### src/rtl/wb_pkg.sv
// Shared types and constants for the MEM/WB writeback stage.
package wb_pkg;

  localparam int XLEN_DEF = 32;

  typedef enum logic [1:0] {
    RES_ALU  = 2'd0,
    RES_LOAD = 2'd1,
    RES_PC4  = 2'd2,
    RES_IMM  = 2'd3
  } res_src_e;

  localparam logic [2:0] LD_B  = 3'b000;
  localparam logic [2:0] LD_H  = 3'b001;
  localparam logic [2:0] LD_W  = 3'b010;
  localparam logic [2:0] LD_BU = 3'b100;
  localparam logic [2:0] LD_HU = 3'b101;

endpackage

### src/rtl/writeback_stage_load_formatter.sv
// Combinational load extraction: picks byte/halfword/word from an aligned
// memory word and sign- or zero-extends it to XLEN.
module load_formatter
  import wb_pkg::*;
#(
  parameter int XLEN = XLEN_DEF
) (
  input  logic [XLEN-1:0] i_word,
  input  logic [1:0]      i_offset,
  input  logic [2:0]      i_funct3,
  output logic [XLEN-1:0] o_result
);

  logic [7:0]  w_byte;
  logic [15:0] w_half;

  always_comb begin
    w_byte = i_word[8*i_offset +: 8];
    w_half = i_offset[1] ? i_word[31:16] : i_word[15:0];
  end

  always_comb begin
    o_result = '0;
    case (i_funct3)
      LD_B:    o_result = XLEN'($signed(w_byte));
      LD_BU:   o_result = XLEN'(w_byte);
      LD_H:    o_result = XLEN'($signed(w_half));
      LD_HU:   o_result = XLEN'(w_half);
      // Wider datapaths treat LW as a signed 32-bit load.
      LD_W:    o_result = XLEN'($signed(i_word[31:0]));
      default: o_result = '0;
    endcase
  end

endmodule

### src/rtl/writeback_stage.sv
// MEM/WB pipeline register plus writeback result mux for the RV32 core.
// Optional retire counter enabled by defining WB_RETIRE_CNT_EN.
module writeback_stage
  import wb_pkg::*;
#(
  parameter  int XLEN       = XLEN_DEF,
  parameter  int NUM_SRC    = 4,
  parameter  int REG_ADDR_W = 5,
  localparam int SRC_W      = $clog2(NUM_SRC)
) (
  input  logic                  clk,
  input  logic                  rst_n,
  input  logic                  Stall_W,
  input  logic                  Flush_W,
  input  logic                  Valid_M,
  input  logic                  RegWrite_M,
  input  logic [SRC_W-1:0]      ResultSrc_M,
  input  logic [2:0]            LoadType_M,
  input  logic [XLEN-1:0]       ALUResult_M,
  input  logic [XLEN-1:0]       ReadData_M,
  input  logic [XLEN-1:0]       PCPlus4_M,
  input  logic [XLEN-1:0]       ImmExt_M,
  input  logic [REG_ADDR_W-1:0] Rd_M,
  output logic [XLEN-1:0]       Result_W,
  output logic [REG_ADDR_W-1:0] Rd_W,
  output logic                  RegWrite_W,
  output logic                  Valid_W
`ifdef WB_RETIRE_CNT_EN
  ,
  output logic [63:0]           RetireCount_W
`endif
);

  logic                  r_valid;
  logic                  r_regwrite;
  logic [SRC_W-1:0]      r_src;
  logic [2:0]            r_funct3;
  logic [XLEN-1:0]       r_alu;
  logic [XLEN-1:0]       r_rdata;
  logic [XLEN-1:0]       r_pc4;
  logic [XLEN-1:0]       r_imm;
  logic [REG_ADDR_W-1:0] r_rd;

  logic [XLEN-1:0]       w_load;
  logic [1:0]            w_src2;

  // Flush beats stall; data registers follow the M inputs on a flush too.
  always_ff @(posedge clk or negedge rst_n) begin
    if (!rst_n) begin
      r_valid    <= 1'b0;
      r_regwrite <= 1'b0;
      r_src      <= '0;
      r_funct3   <= '0;
      r_alu      <= '0;
      r_rdata    <= '0;
      r_pc4      <= '0;
      r_imm      <= '0;
      r_rd       <= '0;
    end else if (Flush_W || !Stall_W) begin
      r_valid    <= Flush_W ? 1'b0 : Valid_M;
      r_regwrite <= Flush_W ? 1'b0 : RegWrite_M;
      r_src      <= ResultSrc_M;
      r_funct3   <= LoadType_M;
      r_alu      <= ALUResult_M;
      r_rdata    <= ReadData_M;
      r_pc4      <= PCPlus4_M;
      r_imm      <= ImmExt_M;
      r_rd       <= Rd_M;
    end
  end

  load_formatter #(.XLEN(XLEN)) u_load_formatter (
    .i_word   (r_rdata),
    .i_offset (r_alu[1:0]),
    .i_funct3 (r_funct3),
    .o_result (w_load)
  );

  always_comb begin
    w_src2   = 2'(r_src);
    Result_W = '0;
    if ({30'd0, w_src2} < 32'(NUM_SRC)) begin
      case (w_src2)
        RES_ALU:  Result_W = r_alu;
        RES_LOAD: Result_W = w_load;
        RES_PC4:  Result_W = r_pc4;
        RES_IMM:  Result_W = r_imm;
        default:  Result_W = '0;
      endcase
    end
  end

  assign Valid_W    = r_valid;
  assign Rd_W       = r_rd;
  assign RegWrite_W = r_regwrite & r_valid & (r_rd != '0);

`ifdef WB_RETIRE_CNT_EN
  logic [63:0] r_retire_cnt;

  // An instruction retires on the edge that moves it out of WB.
  always_ff @(posedge clk or negedge rst_n) begin
    if (!rst_n) begin
      r_retire_cnt <= '0;
    end else if (r_valid && !Stall_W) begin
      r_retire_cnt <= r_retire_cnt + 64'd1;
    end
  end

  assign RetireCount_W = r_retire_cnt;
`endif

endmodule

### config.mk
export PLATFORM = sky130hd
export DESIGN_NAME = writeback_stage
export DESIGN_NICKNAME = d
export VERILOG_FILES = /design/src/rtl/wb_pkg.sv /design/src/rtl/writeback_stage_load_formatter.sv /design/src/rtl/writeback_stage.sv
export SDC_FILE = /design/constraint.sdc
export NUM_CORES = 1
export LEC_CHECK = 0
export BUFFER_PORTS_ARGS = -buffer_cell sky130_fd_sc_hd__buf_4
export CAP_MARGIN = 20
export CORE_ASPECT_RATIO = 1.4
export CORE_MARGIN = 5
export CORE_UTILIZATION = 48
export DETAILED_ROUTE_END_ITERATION = 8
export PLACE_DENSITY = 0.77
export SKIP_LAST_GASP = 1
export SYNTH_ARGS = -nofsm -noshare
export SYNTH_HDL_FRONTEND = slang
export SYNTH_SLANG_ARGS = --single-unit
### constraint.sdc
create_clock -name clk -period 1.6 [get_ports clk]
set_clock_uncertainty 0.2 [all_clocks]
set_input_delay 0 -clock clk [delete_from_list [all_inputs] [get_ports clk]]
set_output_delay 0 -clock clk [all_outputs]
set_load 0.02 [all_outputs]
==> results of run 1 <==
-- worst register-to-register path: cells and delay by family, from the launching register on --
family | cells | cell delay [ps]
flops | 1 | 400
simple gates | 1 | 40
mux | 1 | 150
buf+inv | 1 | 580
-- worst max-delay path by stage --
stage                   endpoint  slack, ps
floorplan           Result_W[10]       -160
global placement    Result_W[21]       -320
detailed placement  Result_W[13]       -370
CTS                 Result_W[13]       -760
global route        Result_W[13]       -850
finish              Result_W[13]       -820
-- per-stage QoR --
| stage | instance area [um2] | instances |
|---|---|---|
| 2_1_floorplan | 7017 | 569 |
| 3_3_place_gp | 8960 | 953 |
| 3_5_place_dp | 8960 | 953 |
| 4_1_cts | 11260 | 1138 |
| 5_1_grt | 11530 | 1148 |
| 6_report | 11530 | 1148 |
-- area by class of cell --
class | instances | area [um2] | area share [%]
diodes | 2 | 5.005 | 0.04342
clock inverters | 13 | 130.1 | 1.129
repair buffers | 406 | 3682 | 31.95
flip-flops and latches | 140 | 3510 | 30.45
multi-input cells | 379 | 3500 | 30.36
well taps | 185 | 231.5 | 2.008
clock buffers | 19 | 452.9 | 3.930
inverters | 4 | 15.01 | 0.1303
-- sequential cells by signal, summed over array words and instances (netlist names) --
signal	count
Rd_W	5
r_regwrite	1
r_funct3	3
Valid_W	1
r_rdata	32
r_alu	32
r_pc4	32
r_src	2
r_imm	32
-- routing by layer --
metal / global-route usage, % / wire, um / vias to the layer above
met4: 16.66 / 1585 / 0
met1: 34.15 / 9071 / 3299
met5: 0 / 0 / -
met2: 56.93 / 14620 / 372
met3: 6.388 / 1598 / 120
li1: - / - / 2850
-- power groups by stage --
| stage | combinational (mW) | sequential (mW) | clock [mW] |
|---|---|---|---|
| floorplan | 1.36 | 4.04 | 0 |
| global placement | 2.35 | 4.11 | 0 |
| detailed placement | 2.40 | 4.13 | 0 |
| CTS | 2.87 | 4.07 | 3.91 |
| global route | 3.27 | 4.13 | 4.10 |
| finish | 3.13 | 4.11 | 3.92 |
-- cells in the final DEF (no fill, tap or decap), types with 5 or more instances in the layout --
cell	count
a21oi_2	13
o22ai_1	13
mux2i_1	12
buf_12	8
o2bb2ai_1	5
dfrtp_2	5
o21ai_0	14
buf_4	210
a21oi_1	24
clkinv_4	5
a21oi_4	15
nor2_1	16
dfrtp_1	135
clkbuf_16	18
nand2_1	40
inv_6	5
a2bb2oi_1	14
dlygate4sd3_1	145
mux2_2	134
buf_6	40
o22ai_2	7
a2bb2oi_2	5
a31oi_1	5
-- cells by family (layout without fill, tap and decap cells) --
group	Yosys count	count (layout)	synth area share [%]
multiplexers	150	150	24.86
AO/OA/AOI/OAI	143	143	13.42
flip-flops	140	140	52.17
AND/OR/NAND/NOR	86	86	6.093
buffers and inverters	50	442	3.466
other	0	2	0
-- timing repair --
item                                    in CTS  in global routing
hold endpoints to repair                   280                  0
endpoints found under the setup margin      33                 40
setup buffers                                7                  6
cloned                                       1                  3
pin swaps                                    4                 14
hold buffers                               145                  0
resized for setup                           51                 43
==> run_results.csv, run 1 <==
group,metric,value,unit
run_status,status,"finished with violations",
run_status,violations,"setup timing",
sta,fmaxAchievable,413.3,MHz
synth,netlist.area_leader.share,52.17,%
power,switchingPower,3.408,mW
setup_path,cp_max_fo,7,
power,intPower,7.753,mW
synth,synth_edf_count,0,
synth,synth.avg_cell_area,11.80,um2
cts,worstSkewPairLatency,430,ps
power,vdd_drop_max,722.2,uV
cts,cts_buffers,17,
min_path,hp-class,"input port to flop",
setup_path,r2r_cells,3,
setup_path,path_delay_family,"compound AO/OA/AOI/OAI gates",
global_routing,grtUsageTotal,31.62,%
setup_path,reg2reg_slack,120,ps
detailed_routing,drt_iter0_drc,456,
final_layout,finalNetCount,1092,
synth,synth_top_area_cell,"dfrtp_1",
cts,clockBufferDepth,2,
floorplanning,fp.dieW,110.0,um
cts,path_clk_slew,70,ps
sta,final.min_clock_period,2420,ps
job,max_cap_violations,0,
cts,cts_max_level,4,
placed_design,post-dp-hpwl,15.42,mm
sta,setup_viol,33,
sta,max_slew_margin,71.17,%
sta,tightestPinTransition,426.4,ps
sta,fin_ws,-819.7,ps
final_layout,n_fill_cell,671,
synth,synth.ff_latch_count,140,
final_layout,utilization,83.24,%
power,total_power,11.16,mW
power,leakage,5.060,nW
synth,ys_seq_area_share,52.17,%
setup_path,reg2reg_to,"Valid_W",
synth,syn_inst,569,
cts,clock-sinks,140,
setup_path,crit_buf_inv,1,
setup_path,crit_path_end_kind,"primary output",
power,switching_share,30.54,%
cts,cts_tree,"built",
global_routing,grt_overflow,0,
placed_design,place.port_buffers,182,
final_layout,drive_above_1_share,53.59,%
sta,hold_violations,0,
final_layout,area_growth_syn_to_layout,71.64,%
sta,drv_slew,0,
synth,syn-cell-area,6715,um2
setup_path,cp.depth,5,
synth,synth_top_cells_by_area,"dfrtp_1 52%, mux2_2 22%, a21oi_1 3.9%, a2bb2oi_1 2.5%, mux2i_1 2.4%",
sta,whs,86.29,ps
global_routing,antenna_found_initial,2,
detailed_routing,wire_per_inst,23.41,um
synth,synth_common_cells,"140 x dfrtp_1, 134 x mux2_2, 52 x a21oi_1",
floorplanning,placementRows,51,
placed_design,pre_cts_ws,-373.0,ps
setup_path,path_cells,"or4b_4 > o22a_4 > a31oi_4 > o22a_2 > buf_6",
floorplanning,dieArea,16490,um2
cts,cts_root_buf,"clkbuf_16",
floorplanning,start_util,48.50,%
power,powerDensity,968.4,nW/um2
floorplanning,die_height,150.0,um
power,seqPwrFrac,36.8,%
placed_design,place.gp.congestion,0.9074,
detailed_routing,vias,6641,
setup_path,cp-startpoint,"r_funct3[0]",
synth,async_flop_share,100.0,%
synth,yosysMostFrequentCell,"dfrtp_1",
setup_path,startpoint_type,"flop",
synth,synth_nets,713,
min_path,hold_path_startpoint,"Flush_W",
global_routing,grt_pass1_vias,7210,
detailed_routing,routed_wl,26.87,mm
synth,ys_types,39,
detailed_routing,drc,0,
setup_path,cp.arrival,2220,ps
global_routing,grt_pass1_wl,38.71,mm
setup_path,cp_data_required_time,1400,ps
sta,setup-tns-final,-23380,ps
setup_path,crit_slowest_cell,"or4b_4",
detailed_routing,postRouteAntennaNets,0,
detailed_routing,vias_per_cell,5.785,
synth,synthFlopType,"dfrtp_1",
detailed_routing,firstDrtPassIters,7,
sta,rsz0062_at_grt,"yes",
floorplanning,core,13850,um2
global_routing,grt_max_degree,73,
power,clkPwrFrac,35.1,%
setup_path,path_class,"flop to primary output",
min_path,hold_depth,3,
min_path,hold_end,"Valid_W",
power,p_comb_share,28.0,%
sta,period_share,151.2,%
setup_path,max_stage_delay,550,ps
setup_path,rr_startpoint,"Valid_W",
floorplanning,num_io_pins,183,
synth,yosys_warnings,0,
No activity file was read; power rests on OpenSTA's default activity.
==> run 2, diff against run 1 <==
- ABC_AREA: default -> 1
- RECOVER_POWER: default -> 100
==> run 2 against run 1 <==
Compared with the run above:
- synthesized area up 4.2%
- non-clock buffer count up 3
- largest power group is now clock
- first-iteration DRC count up 20%
- utilization down 1.0 points
- fmax up 14%
- via count up 16%
- global-route usage down 0.082 points
- the flow still finishes with violations (setup timing)
- design area up 2.5%
- total power up 0.47%
- critical endpoint is now Result_W[21]
- critical path type unchanged
==> run_results.csv, run 2 <==
group,metric,value,unit
power,leakage,6.036,nW
run_status,violations,"setup timing",
global_routing,grt_overflow,0,
setup_path,r2r_cells,2,
detailed_routing,drt_iter0_drc,549,
final_layout,antenna_cells,0,
cts,clock-sinks,140,
setup_path,cp-startpoint,"r_funct3[0]",
synth,synth.avg_cell_area,8.110,um2
min_path,hold_depth,4,
floorplanning,die_height,152.9,um
detailed_routing,routed_wl,27.69,mm
global_routing,grtUsageTotal,31.54,%
synth,ys_seq_area_share,50.05,%
power,powerDensity,948.9,nW/um2
global_routing,antenna_found_initial,0,
detailed_routing,drc,0,
run_status,status,"finished with violations",
synth,syn_inst,863,
setup_path,crit_buf_inv,2,
cts,cts_buffers,17,
synth,synthFlopType,"dfrtp_1",
cts,clockBufferDepth,2,
floorplanning,start_util,48.68,%
detailed_routing,vias,7735,
sta,hold_violations,0,
min_path,hold_path_startpoint,"PCPlus4_M[23]",
final_layout,drive_above_1_share,34.95,%
placed_design,place.gp.congestion,0.9010,
synth,yosys_warnings,0,
setup_path,path_cells,"nor2_4 > nand2_8 > buf_4 > nor2_1 > nor2_1 > nand2_2 > nand2_1 > nand3_2 > buf_6",
cts,worstSkewPairLatency,420,ps
detailed_routing,firstDrtPassIters,5,
sta,setup_viol,82,
synth,synth_edf_count,0,
placed_design,place.port_buffers,182,
setup_path,reg2reg_to,"r_alu[25]",
cts,cts_tree,"built",
setup_path,crit_slowest_cell,"dfrtp_2",
min_path,hold_end,"r_pc4[23]",
sta,tightestPinTransition,749.6,ps
setup_path,reg2reg_slack,20,ps
detailed_routing,postRouteAntennaNets,0,
sta,fmaxAchievable,472.6,MHz
setup_path,cp_max_fo,4,
setup_path,cp.arrival,1920,ps
sta,max_slew_margin,49.90,%
power,vdd_drop_max,693.9,uV
synth,synth.ff_latch_count,140,
synth,synth_common_cells,"263 x nand2_1, 140 x dfrtp_1, 132 x inv_1",
final_layout,area_growth_syn_to_layout,68.86,%
cts,cts_max_level,4,
global_routing,grt_max_degree,44,
final_layout,finalNetCount,1390,
setup_path,cpMostUsedCell,"nor2_1",
detailed_routing,vias_per_cell,5.342,
floorplanning,fp.dieW,112.1,um
floorplanning,placementRows,52,
sta,drv_slew,0,
synth,yosysMostFrequentCell,"nand2_1",
floorplanning,num_io_pins,183,
synth,synth_top_cells_by_area,"dfrtp_1 50%, nand2_1 14%, o21ai_0 7.5%, inv_1 7.1%, mux2_2 6.8%",
setup_path,rr_startpoint,"r_alu[25]",
setup_path,cp_data_required_time,1400,ps
placed_design,post-dp-hpwl,15.48,mm
global_routing,grt_pass1_wl,42.61,mm
sta,whs,136.1,ps
sta,period_share,132.3,%
synth,async_flop_share,100.0,%
floorplanning,core,14380,um2
sta,fin_ws,-516.2,ps
sta,rsz0062_at_grt,"yes",
final_layout,final_cell_mix,"213 x nand2_1, 179 x buf_4, 157 x dlygate4sd3_1",
sta,final.min_clock_period,2116,ps
setup_path,path_delay_family,"simple AND/OR/NAND/NOR gates",
setup_path,startpoint_type,"flop",
synth,netlist.area_leader.share,50.05,%
global_routing,grt_pass1_vias,8483,
cts,path_clk_slew,60,ps
synth,syn-cell-area,6999,um2
setup_path,crit_path_end_kind,"primary output",
power,total_power,11.21,mW
floorplanning,dieArea,17130,um2
synth,ys_types,24,
job,max_cap_violations,0,
setup_path,path_class,"flop to primary output",
detailed_routing,wire_per_inst,19.12,um
final_layout,layout_commonest_cell,"nand2_1",
setup_path,max_stage_delay,460,ps
min_path,hp-class,"input port to flop",
synth,synth_nets,1007,
final_layout,n_fill_cell,760,
synth,synth_top_area_cell,"dfrtp_1",
cts,cts_root_buf,"clkbuf_16",
## run 2: cell count changes in the layout (fill, tap and decap cells not counted), moves of 14 or more
cell	delta
buf_4	-31
a21oi_1	-24
mux2_2	-92
nand2_2	+38
o21ai_0	+91
a21oi_4	-14
nand2_1	+173
a2bb2oi_1	-14
inv_1	+125
nand3_2	+32
## run 2: how the worst max path moves through the flow
stage / to / depth (start not counted)
floorplan: Result_W[26] / 11
global placement: Result_W[8] / 11
detailed placement: Result_W[8] / 9
CTS: Result_W[21] / 9
global route: Result_W[21] / 9
finish: Result_W[21] / 9
## run 2: cells by family (layout without fill, tap and decap cells)
| kind of cell | Yosys count | in the layout | synth area share, % |
|---|---|---|---|
| compound gates | 138 | 138 | 10.49 |
| mux | 42 | 42 | 6.757 |
| simple gates | 363 | 363 | 21.99 |
| flops | 140 | 140 | 50.05 |
| buf+inv | 180 | 576 | 10.71 |
## run 2: layer usage
layer	vias up	track usage (%)	share of wire, %
met4	0	20.22	6.8
met2	442	57.23	53
met1	3679	32.71	34
met5	-	0	0
li1	3482	-	-
met3	132	6.329	5.9
## run 2: worst register-to-register path, stage by stage (launching register included)
cell	delay (ps)
dfrtp_1	390
mux2_2	270
dlygate4sd3_1	600
## run 2: area by class of cell
class | count | area, um2 | share of cell area [%]
flip-flops and latches | 140 | 3510 | 29.70
clock inverters | 14 | 182.7 | 1.546
inverters | 135 | 515.5 | 4.362
clock buffers | 18 | 439.2 | 3.716
multi-input cells | 543 | 3158 | 26.72
well taps | 189 | 236.5 | 2.001
repair buffers | 409 | 3777 | 31.96
## run 2: timing repair
action	CTS	global route
pin swaps	14	20
resized for setup	96	65
hold buffers	157	0
setup buffers	7	3
cloned	0	1
endpoints found under the hold margin	280	0
endpoints found under the setup margin	33	33
## run 2: power by group
| part | internal (mW) | switching (mW) | leakage (nW) |
|---|---|---|---|
| logic | 1.44 | 1.54 | 4.08 |
| registers | 3.84 | 0.190 | 1.66 |
| clock network | 2.53 | 1.67 | 0.300 |
| total | 7.82 | 3.40 | 6.04 |
## run 2: metrics by stage
step                setup slack, ps  std cells  area, um2  TNS, ps  util (%)
floorplan                     127.4        863       6999        0         -
global placement             -49.92       1249       9019   -104.6     62.72
detailed placement           -73.91       1249       9019   -387.1     62.72
CTS                          -410.5       1444      11620   -12320     80.81
global route                 -606.5       1448      11820   -26010     82.20
finish                       -516.2       1448      11820   -16530     82.20
==> run 3, diff against run 2 <==
- CORE_ASPECT_RATIO: 1.4 -> 0.6
==> run 3 against run 2 <==
Compared with the run above:
- the flow still finishes with violations (setup timing)
- count of clock-buffer cells in the layout up 2
- flip-flop and latch count unchanged
- die area up 0.26%
- utilization down 2.8 points
- combinational power down 8.4%
- sequential share of layout area up 1.0 points
- critical path depth unchanged
- register-to-register slack better by 70 ps
- fmax up 3.0%
- design area down 3.4%
- non-clock buffer count down 4
- first-iteration DRC count up 13%
==> run_results.csv, run 3 (same netlist as run 2, synthesis figures left out) <==
group,metric,value,unit
final_layout,area_growth_syn_to_layout,63.05,%
detailed_routing,drt_iter0_drc,619,
setup_path,path_class,"flop to primary output",
cts,cts_root_buf,"clkbuf_16",
power,total_power,11.02,mW
floorplanning,num_io_pins,183,
cts,clockBufferDepth,2,
setup_path,r2r_cells,3,
sta,tightestPinTransition,611.4,ps
setup_path,crit_path_end_kind,"primary output",
sta,max_slew_margin,59.24,%
setup_path,reg2reg_slack,90,ps
cts,cts_tree,"built",
run_status,violations,"setup timing",
global_routing,grtUsageTotal,29.30,%
cts,path_clk_slew,60,ps
final_layout,antenna_cells,0,
global_routing,grt_pass1_vias,7713,
global_routing,grt_overflow,0,
placed_design,place.port_buffers,182,
detailed_routing,highest_layer,"met4",
global_routing,grt_max_degree,50,
setup_path,startpoint_type,"flop",
sta,drv_slew,0,
final_layout,final_cell_mix,"248 x nand2_1, 181 x buf_4, 151 x dlygate4sd3_1",
global_routing,antenna_found_initial,0,
placed_design,dp_cells,1252,
sta,fmaxAchievable,486.5,MHz
floorplanning,die_height,103.5,um
global_routing,grt_pass1_wl,40.74,mm
sta,period_share,128.5,%
min_path,hold_end,"r_pc4[9]",
cts,cts_max_level,4,
floorplanning,core,14380,um2
final_layout,instances_no_fill,1453,
cts,worstSkewPairLatency,420,ps
min_path,hold_path_startpoint,"PCPlus4_M[9]",
detailed_routing,wire_per_inst,17.76,um
detailed_routing,drc,0,
power,vdd_drop_max,736.5,uV
final_layout,n_fill_cell,869,
cts,cts_buffers,17,
detailed_routing,routed_wl,25.81,mm
setup_path,cp-startpoint,"r_funct3[0]",
sta,fin_ws,-455.5,ps
detailed_routing,postRouteAntennaNets,0,
detailed_routing,wl_met1,10.86,mm
power,powerDensity,966.0,nW/um2
detailed_routing,wl_met2,12.24,mm
placed_design,post-dp-hpwl,15.63,mm
setup_path,rr_startpoint,"r_rdata[18]",
floorplanning,placementRows,34,
cts,clock-sinks,140,
setup_path,reg2reg_to,"r_rdata[18]",
sta,setup_viol,34,
min_path,hp-class,"input port to flop",
job,max_cap_violations,0,
detailed_routing,vias_per_cell,5.129,
final_layout,layout_commonest_cell,"nand2_1",
floorplanning,dieArea,17180,um2
sta,whs,128.2,ps
sta,hold_violations,0,
sta,rsz0062_at_grt,"yes",
detailed_routing,firstDrtPassIters,5,
detailed_routing,vias,7452,
floorplanning,start_util,48.68,%
min_path,hold_depth,4,
run_status,status,"finished with violations",
floorplanning,fp.dieW,165.9,um
sta,final.min_clock_period,2055,ps
setup_path,cp_data_required_time,1400,ps
final_layout,drive_above_1_share,29.96,%
setup_path,cp.arrival,1860,ps
placed_design,place.gp.congestion,0.9347,
detailed_routing,met3RoutedLength,2.092,mm
setup_path,cp_max_fo,11,
power,leakage,5.860,nW
final_layout,finalNetCount,1386,
final_layout,utilization,79.37,%
==> run 3: changes by cell type in the layout (fill, tap and decap cells not counted), sizes merged <==
| cell | delta |
|---|---|
| clkbuf | +18 |
| buf | -14 |
| dlygate4sd3 | -6 |
| inv | -3 |
| clkinv | +2 |
| clkinvlp | -2 |
| bufinv | +1 |
==> run 3: area by class of cell <==
class / count / area [um2] / share of cell area (%)
sequential: 140 / 3508 / 30.74
timing repair buffer: 405 / 3588 / 31.44
multi-input combinational: 543 / 2919 / 25.58
clock inverter: 12 / 186.4 / 1.634
inverter: 135 / 515.5 / 4.517
tap: 198 / 247.7 / 2.171
clock buffer: 20 / 446.7 / 3.914
==> run 3: how the worst max path moves through the flow <==
stage	endpoint	slack [ps]	cells past startpoint
final	Result_W[25]	-460	9
after global routing	Result_W[19]	-540	9
after CTS	Result_W[19]	-400	11
after detailed placement	Result_W[19]	-120	8
after global placement	Result_W[21]	-90	8
after floorplan	Result_W[26]	130	11
==> run 3: critical path: stages, from the launching register on <==
cell and delay [ps]:
dfrtp_2 450, inv_2 130, nand2_1 120, nor2_4 160
nand2_8 90, buf_12 140, nand2_1 60, nand2_1 90
nand3_2 90, buf_6 120
==> run 3: through the flow <==
| step | worst slack (ps) | setup TNS [ps] | area (um2) |
|---|---|---|---|
| after detailed placement | -117.2 | -718.7 | 8935 |
| after CTS | -397.3 | -12710 | 11330 |
| after floorplan | 127.4 | 0 | 6999 |
| final | -455.5 | -13570 | 11410 |
| after global placement | -89.14 | -459.1 | 8935 |
| after global routing | -536.2 | -19010 | 11410 |
==> run 3: timing repair <==
| item | 4_1_cts | 5_1_grt |
|---|---|---|
| hold buffers | 151 | 1 |
| cloned | 0 | 2 |
| gates resized for setup | 51 | 30 |
| setup endpoints to repair | 32 | 39 |
| buffers inserted | 7 | 9 |
| hold endpoints to repair | 280 | 2 |
| pin swaps | 5 | 5 |
==> run 3: routing by layer <==
layer,vias up,GRT usage (%)
met5,-,0
met4,0,7.769
met3,62,6.852
met2,387,47.79
met1,3527,39.70
li1,3476,-
==> run 3: report_power, final <==
group	leakage [nW]	switching [mW]	total, mW	internal (mW)
combinational	3.89	1.43	2.74	1.32
sequential	1.66	0.164	4.00	3.84
clock	0.310	1.60	4.28	2.68
